## src/rtl/core_hazard_ctrl.sv

```systemverilog
// core_hazard_ctrl: pipe-register enable/clear and PC-hold control for the 5-stage core.
// Optional perf counters are built when CORE_HAZARD_PERF_EN is defined.
`default_nettype none

module core_hazard_ctrl #(
  parameter int W_REG       = 5,
  parameter int MEM_TIMEOUT = 64,
  parameter int W_CNT       = 32
) (
  input  logic             i_pipe_clk,
  input  logic             i_pipe_rst_n,
  input  logic [W_REG-1:0] i_id_rs1,
  input  logic [W_REG-1:0] i_id_rs2,
  input  logic             i_id_use_rs1,
  input  logic             i_id_use_rs2,
  input  logic [W_REG-1:0] i_ex_rd,
  input  logic             i_ex_mem_read,
  input  logic             i_ex_redirect,
  input  logic             i_mem_req,
  input  logic             i_mem_gnt,
  output logic             o_bus_req,
  output logic             o_mem_err,
  output logic             o_pc_en_n,
  output logic             o_ifid_en_n,
  output logic             o_idex_en_n,
  output logic             o_exmem_en_n,
  output logic             o_memwb_en_n,
  output logic             o_ifid_clr,
  output logic             o_idex_clr,
  output logic             o_exmem_clr,
  output logic             o_memwb_clr,
  output logic [W_CNT-1:0] o_stall_cnt,
  output logic [W_CNT-1:0] o_flush_cnt
);

  typedef enum logic [1:0] {
    M_IDLE = 2'd0,
    M_WAIT = 2'd1,
    M_DONE = 2'd2
  } mstate_e;

  localparam int W_TO = (MEM_TIMEOUT > 1) ? $clog2(MEM_TIMEOUT) : 1;
  localparam logic [W_TO-1:0] TO_LAST = (MEM_TIMEOUT > 0) ? W_TO'(MEM_TIMEOUT - 1) : '0;

  mstate_e         state_q, state_d;
  logic [W_TO-1:0] to_cnt_q, to_cnt_d;
  logic            err_q, err_d;
  logic            timeout, mem_stall, load_use;

  // A grant on the last permitted cycle takes precedence over the timeout.
  assign timeout   = (MEM_TIMEOUT != 0) && (to_cnt_q == TO_LAST) && !i_mem_gnt;
  assign mem_stall = ((state_q == M_IDLE) && i_mem_req) || (state_q == M_WAIT);
  assign load_use  = i_ex_mem_read && (i_ex_rd != '0) &&
                     ((i_id_use_rs1 && (i_id_rs1 == i_ex_rd)) ||
                      (i_id_use_rs2 && (i_id_rs2 == i_ex_rd)));

  always_ff @(posedge i_pipe_clk or negedge i_pipe_rst_n) begin
    if (!i_pipe_rst_n) begin
      state_q  <= M_IDLE;
      to_cnt_q <= '0;
      err_q    <= 1'b0;
    end else begin
      state_q  <= state_d;
      to_cnt_q <= to_cnt_d;
      err_q    <= err_d;
    end
  end

  always_comb begin
    state_d  = state_q;
    to_cnt_d = to_cnt_q;
    err_d    = 1'b0;
    unique case (state_q)
      M_IDLE: begin
        if (i_mem_req) begin
          state_d  = M_WAIT;
          to_cnt_d = '0;
        end
      end
      M_WAIT: begin
        if (i_mem_gnt) begin
          state_d = M_DONE;
        end else if (timeout) begin
          state_d = M_DONE;
          err_d   = 1'b1;
        end else begin
          to_cnt_d = to_cnt_q + 1'b1;
        end
      end
      M_DONE:  state_d = M_IDLE;
      default: state_d = M_IDLE;
    endcase
  end

  assign o_bus_req = (state_q == M_WAIT);
  assign o_mem_err = err_q;

  always_comb begin
    o_pc_en_n    = 1'b0;
    o_ifid_en_n  = 1'b0;
    o_idex_en_n  = 1'b0;
    o_exmem_en_n = 1'b0;
    o_memwb_en_n = 1'b0;
    o_ifid_clr   = 1'b0;
    o_idex_clr   = 1'b0;
    o_exmem_clr  = 1'b0;
    o_memwb_clr  = 1'b0;
    if (!i_pipe_rst_n) begin
      o_pc_en_n    = 1'b1;
      o_ifid_en_n  = 1'b1;
      o_idex_en_n  = 1'b1;
      o_exmem_en_n = 1'b1;
      o_memwb_en_n = 1'b1;
    end else if (mem_stall) begin
      // The redirecting instruction stays held in EX until the stall clears.
      o_pc_en_n    = 1'b1;
      o_ifid_en_n  = 1'b1;
      o_idex_en_n  = 1'b1;
      o_exmem_en_n = 1'b1;
      o_memwb_clr  = 1'b1;
    end else if (i_ex_redirect) begin
      o_ifid_clr = 1'b1;
      o_idex_clr = 1'b1;
    end else if (load_use) begin
      o_pc_en_n   = 1'b1;
      o_ifid_en_n = 1'b1;
      o_idex_clr  = 1'b1;
    end
  end

`ifdef CORE_HAZARD_PERF_EN
  logic [W_CNT-1:0] stall_cnt_q, stall_cnt_d;
  logic [W_CNT-1:0] flush_cnt_q, flush_cnt_d;

  // ifid_clr is raised only by a redirect that takes effect.
  assign stall_cnt_d = (o_pc_en_n  && (stall_cnt_q != '1)) ? stall_cnt_q + 1'b1 : stall_cnt_q;
  assign flush_cnt_d = (o_ifid_clr && (flush_cnt_q != '1)) ? flush_cnt_q + 1'b1 : flush_cnt_q;

  always_ff @(posedge i_pipe_clk or negedge i_pipe_rst_n) begin
    if (!i_pipe_rst_n) begin
      stall_cnt_q <= '0;
      flush_cnt_q <= '0;
    end else begin
      stall_cnt_q <= stall_cnt_d;
      flush_cnt_q <= flush_cnt_d;
    end
  end

  assign o_stall_cnt = stall_cnt_q;
  assign o_flush_cnt = flush_cnt_q;
`else
  assign o_stall_cnt = '0;
  assign o_flush_cnt = '0;
`endif

endmodule

`default_nettype wire

```

## config.mk

```make
export PLATFORM = sky130hd
export DESIGN_NAME = core_hazard_ctrl
export DESIGN_NICKNAME = d
export VERILOG_FILES = /design/src/rtl/core_hazard_ctrl.sv
export SDC_FILE = /design/constraint.sdc
export NUM_CORES = 1
export LEC_CHECK = 0
export ABC_AREA = 1
export BUFFER_PORTS_ARGS = -buffer_cell sky130_fd_sc_hd__buf_4
export CAP_MARGIN = 15
export CELL_PAD_IN_SITES_DETAIL_PLACEMENT = 0
export CELL_PAD_IN_SITES_GLOBAL_PLACEMENT = 2
export CORE_ASPECT_RATIO = 1.5
export CORE_MARGIN = 10
export CORE_UTILIZATION = 19
export DETAILED_ROUTE_END_ITERATION = 8
export MAX_ROUTING_LAYER = met4
export PLACE_DENSITY = 0.92
export SETUP_SLACK_MARGIN = 0.2
export SYNTH_ARGS = -nofsm -noshare
export SYNTH_HDL_FRONTEND = slang
export SYNTH_SLANG_ARGS = --single-unit
```

## constraint.sdc

```tcl
create_clock -name i_pipe_clk -period 2.3 [get_ports i_pipe_clk]
set_clock_uncertainty 0.15 [all_clocks]
set_input_delay 0.23 -clock i_pipe_clk [delete_from_list [all_inputs] [get_ports i_pipe_clk]]
set_output_delay 0.23 -clock i_pipe_clk [all_outputs]
set_load 0.02 [all_outputs]
```

==> Implementation_results.wiki <==
{| class="wikitable"
! Metric !! Value
|-
| Run status || finished clean
|-
| Diodes inserted || 0
|-
| CTS buffer count || 3
|-
| CP required || 1.92 ns
|-
| Clock root buffer || sky130_fd_sc_hd__clkbuf_8
|-
| CTS HTree Levels || 1
|-
| Worst IR drop on VDD || 0.129 mV
|-
| Hold Violations, Final || 0
|-
| Clock latency of the later-clocked register in the worst-skew pair || 0.24 ns
|-
| Leak || 0.843 nW
|-
| Biggest fanout along the worst timing path || 11
|-
| Maximum number of pins on one net before global-route repair || 12
|-
| Maximum clock frequency || 0.526 GHz
|-
| Vias per inst || 3.33
|-
| Warnings from Yosys || 0
|-
| Clock-pin slew on the worst setup and hold paths || 0.05 ns
|-
| Total via count after detailed routing || 1003
|-
| Share of synthesized area occupied by flip-flops and latches || 0.182
|-
| Final GP Congestion || 0.774
|-
| Slowest stage delay, CP || 0.53 ns
|-
| Site row count || 35
|-
| Biggest area contributors in the synthesized netlist || sky130_fd_sc_hd__buf_4, sky130_fd_sc_hd__dfrtp_1, sky130_fd_sc_hd__nand2_1
|-
| Resized Gates After CTS || 0
|-
| Data arrival time at the worst-slack endpoint || 1.52 ns
|-
| Area delta synth->final || 10.1%
|-
| Crit path cell chain || dlygate4sd3_1, buf_4, inv_2, nor2_1, inv_2, o21ai_1, buf_4
|-
| Total I/O pin count || 98
|-
| Total overflow reported by the global router || 0
|-
| Drt initial violations || 32
|-
| Die footprint || 10200 um2
|-
| Starting Density || 0.199
|-
| Yosys cell types || 20
|-
| Crit path max-delay family || buffers and inverters
|-
| Fin util || 0.219
|-
| HPWL reported at the end of detailed placement || 2800 um
|-
| Cell area after synthesis || 1240 um2
|-
| Share of post-route cells with drive strength above 1 || 0.216
|-
| Final Total Pwr || 0.793 mW
|-
| Total GRT Usage || 0.0578
|-
| Kind of path behind the tightest hold check || in2reg
|-
| Leading cell type in the layout, fill and taps excluded || sky130_fd_sc_hd__conb_1
|-
| Number of hold-repair buffers added at the cts stage || 1
|-
| Highest-delay cell along the critical path || sky130_fd_sc_hd__dlygate4sd3_1
|-
| Worst reg2reg setup slack || 0.69 ns
|-
| Number of standard cells after synthesis || 193
|-
| WS Path Type || in2out
|-
| Biggest area consumer among synthesized cells || sky130_fd_sc_hd__buf_4
|-
| Pins over their slew limit || 0
|-
| Capturing element type of the critical path || output port
|-
| Initial antenna violation count || 0
|-
| Post-route minimum period || 1.90 ns
|-
| Core region area || 6220 um2
|-
| RSZ-0062 raised after global routing || no
|-
| DRC viols || 0
|-
| Chip Height || 119 um
|-
| I/O Buffers || 32
|-
| Global-route wire length before repair || 4860 um
|-
| Final-report setup violation count || 0
|-
| Pwr per Cell Area || 583 nW/um2
|-
| Worst setup SP type || input port
|-
| Total routed wirelength || 3090 um
|-
| Post-synthesis register bit count || 9
|-
| Count of nets after finishing || 252
|-
| Average footprint of a synthesized cell || 6.41 um2
|-
| Die extent in x || 85.9 um
|-
| Period utilization || 0.827
|-
| Max-capacitance violation count || 0
|-
| Number of cells in the design after placement || 296
|-
| Most frequent cells in the layout || sky130_fd_sc_hd__conb_1, sky130_fd_sc_hd__nand2_1, sky130_fd_sc_hd__buf_4
|-
| CTS sink count || 9
|-
| Routed len/inst || 10.2 um
|-
| First-pass iteration count of the detailed router || 4
|-
| Clock tree from TritonCTS || yes
|-
| Critical path buffers and inverters || 5
|-
| Setup TNS || 0 ns
|-
| Clock tree buffer depth || 2
|-
| Top cell type's share of synthesized area || 0.407
|-
| Number of filler cells placed in the layout || 730
|-
| Count of antenna-violating nets left after detailed routing || 0
|-
| Number of buffers added for setup after CTS || 0
|-
| Number of global-route vias before repair || 1094
|-
| Non-Filler Instances || 301
|}
-- per-stage QoR --
| step | hold slack [ns] | setup slack [ns] | area (um2) |
|---|---|---|---|
| after floorplan | -0.216 | 0.683 | 1480 |
| after global placement | -0.0747 | 0.702 | 1310 |
| after detailed placement | -0.0718 | 0.680 | 1310 |
| after CTS | 0.0341 | 0.377 | 1360 |
| after global routing | 0.0356 | 0.280 | 1360 |
| final | 0.0337 | 0.399 | 1360 |
-- sequential cells by signal, summed over array words and instances (netlist names) --
signal,count
o_mem_err,1
state_q,2
to_cnt_q,6
-- cells by family after synthesis --
group / share of synthesized area
buffers and inverters: 0.482
AOI/OAI and AO/OA: 0.0243
adders and majority gates: 0.0101
DFF: 0.182
other: 0.00303
and+or+nand+nor: 0.299
-- report_power, final --
part	internal (mW)	switching [mW]	leakage [nW]	total, mW
clock	0.121	0.0681	0.0228	0.189
sequential	0.183	0.0210	0.122	0.204
combinational	0.118	0.281	0.698	0.400
total	0.422	0.371	0.843	0.793
-- final cells by class --
| cell class | instances | area (um2) | share of cell area |
|---|---|---|---|
| Sequential cell | 9 | 225 | 0.165 |
| Timing Repair Buffer | 33 | 250 | 0.184 |
| Inverter | 24 | 92.6 | 0.0680 |
| Clock buffer | 4 | 45.0 | 0.0331 |
| Tap cell | 74 | 92.6 | 0.0680 |
| Multi-Input combinational cell | 157 | 656 | 0.482 |
-- cells in the mapped netlist --
cell	n
sky130_fd_sc_hd__ha_1	1
sky130_fd_sc_hd__nor4_1	1
sky130_fd_sc_hd__nor2_1	18
sky130_fd_sc_hd__dfrtp_1	9
sky130_fd_sc_hd__nand2_4	2
sky130_fd_sc_hd__nor2_2	2
sky130_fd_sc_hd__inv_2	6
sky130_fd_sc_hd__o21ai_0	1
sky130_fd_sc_hd__inv_1	17
sky130_fd_sc_hd__buf_4	67
sky130_fd_sc_hd__nand3_1	9
sky130_fd_sc_hd__nor3_1	1
sky130_fd_sc_hd__nand2_2	2
sky130_fd_sc_hd__o21ai_1	3
sky130_fd_sc_hd__inv_4	1
sky130_fd_sc_hd__a21oi_1	2
sky130_fd_sc_hd__nand4_1	1
sky130_fd_sc_hd__nor2_4	1
sky130_fd_sc_hd__conb_1	1
sky130_fd_sc_hd__nand2_1	48
-- final timing paths --
path | startpoint | to | depth (start not counted)
worst max register to register | to_cnt_q[0] | to_cnt_q[3] | 11
min in group asynchronous | i_pipe_rst_n | to_cnt_q[2] | 2
worst min-delay path | i_mem_gnt | o_mem_err | 2
max in group asynchronous | i_pipe_rst_n | to_cnt_q[3] | 2
worst max-delay path | i_pipe_rst_n | o_idex_clr | 7
worst min register to register | to_cnt_q[5] | to_cnt_q[5] | 2
-- layer usage --
layer | wire [um] | part of all wire | track usage | vias to the layer above
met1 | 1340 | 0.44 | 0.0638 | 409
met2 | 1290 | 0.42 | 0.0846 | 76
li1 | - | - | - | 514
met5 | 0 | 0 | - | -
met4 | 27 | 0.0088 | 0.0217 | 0
met3 | 427 | 0.14 | 0.0316 | 4
No activity file was read; power rests on OpenSTA's default activity.
